## src/rtl/alu_sequencer.sv

```systemverilog
// alu_sequencer
//   Multi-cycle control FSM for the accumulator datapath. It fetches 9-bit
//   instructions, decodes them, drives the combinational ALU from the IR and
//   sequences the regfile, accumulator and data-memory strobes. It owns the
//   PC, the instruction register and the carry/overflow flag.
//
// Ports
//   Clk, Reset            clock (rising edge), async active-high reset
//   Start                 one-cycle pulse, begins execution at PC=0
//   Done / Busy           HALTED / FETCH..WB status
//   imem_addr, imem_data  instruction ROM (data valid one cycle after addr)
//   alu_op, alu_imm, alu_ovf_in             ALU controls taken from IR / flag
//   alu_ovf_out, alu_branch, alu_out        ALU results
//   reg_sel, acc_we, reg_we, dmem_re, dmem_we, wb_mem   datapath strobes
module alu_sequencer #(
  parameter int unsigned PC_W   = 10,
  parameter int unsigned RSEL_W = 4
) (
  input  logic              Clk,
  input  logic              Reset,
  input  logic              Start,
  output logic              Done,
  output logic              Busy,
  output logic [PC_W-1:0]   imem_addr,
  input  logic [8:0]        imem_data,
  output logic [3:0]        alu_op,
  output logic [8:0]        alu_imm,
  output logic              alu_ovf_in,
  input  logic              alu_ovf_out,
  input  logic              alu_branch,
  input  logic [7:0]        alu_out,
  output logic [RSEL_W-1:0] reg_sel,
  output logic              acc_we,
  output logic              reg_we,
  output logic              dmem_re,
  output logic              dmem_we,
  output logic              wb_mem
);

  typedef enum logic [2:0] {
    S_IDLE,
    S_FETCH,
    S_DECODE,
    S_EXEC,
    S_MEM,
    S_WB,
    S_HALTED
  } state_e;

  localparam logic [3:0] OP_SET  = 4'b0001;
  localparam logic [3:0] OP_LW   = 4'b0010;
  localparam logic [3:0] OP_SW   = 4'b0011;
  localparam logic [3:0] OP_ADD  = 4'b0100;
  localparam logic [3:0] OP_BT   = 4'b0111;
  localparam logic [3:0] OP_BF   = 4'b1000;
  localparam logic [3:0] OP_HALT = 4'b1111;

  state_e          state_q, state_d;
  logic [PC_W-1:0] pc_q, pc_d;
  logic [8:0]      ir_q, ir_d;
  logic            ovf_q, ovf_d;

  // Opcode decode; IR[8]=0 is an immediate regardless of IR[7:4].
  logic is_set, is_lw, is_sw, is_add, is_branch, is_halt;

  always_comb begin
    is_set    = ir_q[8] && (ir_q[7:4] == OP_SET);
    is_lw     = ir_q[8] && (ir_q[7:4] == OP_LW);
    is_sw     = ir_q[8] && (ir_q[7:4] == OP_SW);
    is_add    = ir_q[8] && (ir_q[7:4] == OP_ADD);
    is_branch = ir_q[8] && ((ir_q[7:4] == OP_BT) || (ir_q[7:4] == OP_BF));
    is_halt   = ir_q[8] && (ir_q[7:4] == OP_HALT);
  end

  // State register plus architectural registers.
  always_ff @(posedge Clk or posedge Reset) begin
    if (Reset) begin
      state_q <= S_IDLE;
      pc_q    <= '0;
      ir_q    <= 9'h100;
      ovf_q   <= 1'b0;
    end else begin
      state_q <= state_d;
      pc_q    <= pc_d;
      ir_q    <= ir_d;
      ovf_q   <= ovf_d;
    end
  end

  // Next-state logic.
  always_comb begin
    state_d = state_q;
    unique case (state_q)
      S_IDLE:   if (Start) state_d = S_FETCH;
      S_FETCH:  state_d = S_DECODE;
      S_DECODE: state_d = S_EXEC;
      S_EXEC: begin
        if (is_halt)                        state_d = S_HALTED;
        else if (is_lw || is_sw)            state_d = S_MEM;
        else if (is_set || is_branch)       state_d = S_FETCH;
        else                                state_d = S_WB;
      end
      S_MEM:    state_d = is_lw ? S_WB : S_FETCH;
      S_WB:     state_d = S_FETCH;
      S_HALTED: if (Start) state_d = S_FETCH;
      default:  state_d = S_IDLE;
    endcase
  end

  // PC / IR / flag updates.
  always_comb begin
    pc_d  = pc_q;
    ir_d  = ir_q;
    ovf_d = ovf_q;
    unique case (state_q)
      S_IDLE, S_HALTED: begin
        if (Start) begin
          pc_d  = '0;
          ovf_d = 1'b0;
        end
      end
      S_DECODE: ir_d = imem_data;
      S_EXEC: begin
        if (is_branch && alu_branch) pc_d = PC_W'(alu_out);
        else if (!is_halt)           pc_d = pc_q + PC_W'(1);
        if (is_add) ovf_d = alu_ovf_out;
      end
      default: ;
    endcase
  end

  // Moore outputs. Async reset clears state_q, so every strobe drops as soon
  // as Reset rises, without waiting for a clock edge.
  always_comb begin
    Done    = 1'b0;
    Busy    = 1'b0;
    acc_we  = 1'b0;
    reg_we  = 1'b0;
    dmem_re = 1'b0;
    dmem_we = 1'b0;
    wb_mem  = 1'b0;
    unique case (state_q)
      S_FETCH, S_DECODE: Busy = 1'b1;
      S_EXEC: begin
        Busy   = 1'b1;
        reg_we = is_set;
      end
      S_MEM: begin
        Busy    = 1'b1;
        dmem_re = is_lw;
        dmem_we = is_sw;
      end
      S_WB: begin
        Busy   = 1'b1;
        acc_we = 1'b1;
        wb_mem = is_lw;
      end
      S_HALTED: Done = 1'b1;
      default: ;
    endcase
  end

  always_comb begin
    imem_addr  = pc_q;
    alu_op     = ir_q[7:4];
    alu_imm    = ir_q;
    alu_ovf_in = ovf_q;
    reg_sel    = ir_q[RSEL_W-1:0];
  end

endmodule

```

## config.mk

```make
export PLATFORM = sky130hd
export DESIGN_NAME = alu_sequencer
export DESIGN_NICKNAME = d
export VERILOG_FILES = /design/src/rtl/alu_sequencer.sv
export SDC_FILE = /design/constraint.sdc
export NUM_CORES = 1
export LEC_CHECK = 0
export ABC_AREA = 1
export BUFFER_PORTS_ARGS = -buffer_cell sky130_fd_sc_hd__buf_2
export CORE_MARGIN = 5
export CORE_UTILIZATION = 53
export CTS_CLUSTER_DIAMETER = 40
export DETAILED_ROUTE_END_ITERATION = 12
export GPL_ROUTABILITY_DRIVEN = 0
export GPL_TIMING_DRIVEN = 0
export MAX_ROUTING_LAYER = met4
export PLACE_DENSITY = 0.93
export SLEW_MARGIN = 0
export SYNTH_ARGS = -nofsm -noshare
export SYNTH_HDL_FRONTEND = slang
export SYNTH_SLANG_ARGS = --single-unit
export TNS_END_PERCENT = 30
```

## constraint.sdc

```tcl
create_clock -name Clk -period 2 [get_ports Clk]
set_input_delay 0.3 -clock Clk [delete_from_list [all_inputs] [get_ports Clk]]
set_output_delay 0.3 -clock Clk [all_outputs]
set_load 0.1 [all_outputs]
```

==> results.yml <==
outcome:
  status: "completed"
timing:
  fin_ws_ps: 66.7
  whs_ps: 144
  fmax_ghz: 0.517
  tns_ps: 0
  tightest_slew_ps: 871
  rsz0062_at_grt: "yes"
  hold_violations: 0
  fin_skew_ps: 2.18
  fin_crit_sh_pct: 96.7
  min_period_ps: 1930
  setup_viol: 0
  slew_violations: 0
  slew-limit-headroom_pct: 41.9
die:
  floorplan.rows: 19
  die_w_um: 64.2
  core-area_sq_um: 2780
  initial_core_util_pct: 56.0
  die_y_um: 64.2
  boundaryPins: 57
  die_area_sq_um: 4120
clock_network:
  post_cts_buffers: 0
  cts_htree_levels: 1
  cts_sinks: 23
  cts_root_buf: "clkbuf_4"
  path_clk_slew_ps: 140
  cts_buffers: 3
  clock_path_buffers: 2
  cts_tree: "built"
  hold_buffers: 0
  insertion_delay_ps: 310
placement:
  io_buffers: 55
  dpl_worst_slack_ps: 192
  dpl_cell_area_sq_um: 1900
  dp_hpwl_um: 2850
layout:
  seq_area_sq_um: 582
  num_antenna_cells: 0
  layout_commonest_cell: "nand2_1"
  drive_above_1_share_pct: 36.4
  syn_to_final_growth_pct: 26.3
  finalInstanceArea_sq_um: 1970
  nNetsFinal: 297
  fillCellCount: 230
  multi_input_area_sq_um: 838
  final_cell_mix: "nand2_1, buf_2, dfrtp_1, inv_1, nor2_1"
setup_path:
  worst_ep_required_time_ps: 1700
  cp_max_fo: 7
  r2r-start: "alu_imm[4]"
  cpPeakStageDelay_ps: 440
  critPathKind: "reg -> out"
  start_kind: "register"
  cp-end-kind: "output port"
  slowest_stage: "dfrtp_1"
  worst_ep_arrival_time_ps: 1630
  crit_start: "state_q[2]"
  crit_chain: "inv_2 > nor3_1 > and3b_2 > buf_4"
synth:
  syn_area_per_cell_sq_um: 7.31
  synthDistinctLibCells: 30
  yosysSeqAreaShare_pct: 37.1
  syn_area_sq_um: 1560
  yosys_warnings: 0
  synth_cells: 213
  syn-num-nets: 237
  synth_seq_cells: 23
drt:
  dr.pass1.iters: 4
  wl_per_cell_um: 12.6
  vias_per_cell: 5.27
  drc_errors: 0
  wirelength_um: 3820
  drtAntennaViolNets: 0
  drtIter0Drc: 79
  via_count: 1596
job:
  maxCapViolCount: 0
global_route:
  grtUsageTotal_pct: 19.1
  grt_pass1_vias: 1507
  grt_start_max_net_pins: 24
  grt_overflow: 0
  grt_pass1_wl_um: 6360
  antenna_found_initial: 0
worst_hold_path:
  min-delay-path-class: "in -> async"
[final cells by class]
type | count | area share [%]
multi-input combinational | 157 | 42.6
sequential | 23 | 29.6
timing repair buffer | 55 | 15.5
inverter | 21 | 4.46
buffer | 12 | 4.33
tap | 31 | 1.97
clock buffer | 3 | 1.15
clock inverter | 1 | 0.382
[logic make-up (layout without fill, tap and decap cells)]
| group | count (synthesis) | after routing | synth area share [%] |
|---|---|---|---|
| AOI/OAI and AO/OA | 9 | 9 | 3.30 |
| xor gates and xnor gates | 4 | 4 | 2.25 |
| adders and majority gates | 2 | 2 | 1.61 |
| buffers and inverters | 33 | 92 | 10.9 |
| DFF | 23 | 23 | 37.1 |
| muxes | 6 | 6 | 4.34 |
| and+or+nand+nor | 136 | 136 | 40.6 |
[registers in the layout (all words and copies together), names as in the netlist]
signal      flops
alu_ovf_in      1
alu_imm         9
state_q         3
imem_addr      10
[Yosys cell counts]
cell type	count	area [sq um]
clkbuf_1	1	3.75
nand3b_1	1	7.51
xor2_1	3	26.3
nand3_2	4	40.0
dfrtp_1	22	551
buf_2	2	10.0
a211o_1	1	8.76
nand3_1	10	50.1
buf_6	1	11.3
nand2_2	4	25.0
clkinv_4	1	8.76
o211ai_1	1	7.51
nand4_1	10	62.6
inv_2	2	7.51
dfstp_2	1	26.3
and3b_1	1	8.76
a21oi_1	5	25.0
inv_1	18	67.6
o21ai_0	2	10.0
and2_1	1	6.26
xnor2_1	1	8.76
buf_4	8	60.1
nor2_4	1	11.3
nor3_1	2	10.0
nand3_4	2	35.0
nand2_1	82	308
mux2_2	3	33.8
nor2_1	18	67.6
mux2_1	3	33.8
ha_1	2	25.0
[worst max-delay path, delay by kind of cell (launching register included)]
kind                   cells  cell delay (ps)
DFF                        1              440
and+or+nand+nor            2              460
buffers and inverters      2              410
[per-stage QoR]
| stage | instances | util [%] |
|---|---|---|
| final | 303 | 70.7 |
| after global placement | 299 | 68.3 |
| after CTS | 303 | 70.1 |
| after detailed placement | 299 | 68.3 |
| after global routing | 303 | 70.7 |
| after floorplan | 213 | - |
[metal layers]
| metal | routed length, um | share of wire [%] | vias up | GRT usage (%) |
|---|---|---|---|---|
| met2 | 1980 | 52 | 69 | 33.4 |
| li1 | - | - | 790 | - |
| met1 | 1490 | 39 | 733 | 22.6 |
| met3 | 341 | 8.9 | 4 | 4.03 |
| met4 | 15 | 0.39 | 0 | 4.07 |
| met5 | 0 | 0 | - | - |
[what timing repair did]
item | in CTS | in global routing
pin swaps | 0 | 0
setup endpoints to repair | 5 | 3
resized for setup | 7 | 5
[final timing paths]
check | end | slack, ps | cells past startpoint
max | dmem_we | 70 | 4
min | imem_addr[0] | 140 | 2
max reg2reg | imem_addr[5] | 480 | 8
min reg2reg | alu_ovf_in | 510 | 2
max in group asynchronous | state_q[1] | 1270 | 2
min in group Clk | alu_imm[1] | 190 | 2
Power is not shown: default switching activity piles up to over one toggle a cycle in this logic, so the estimate is an artifact.
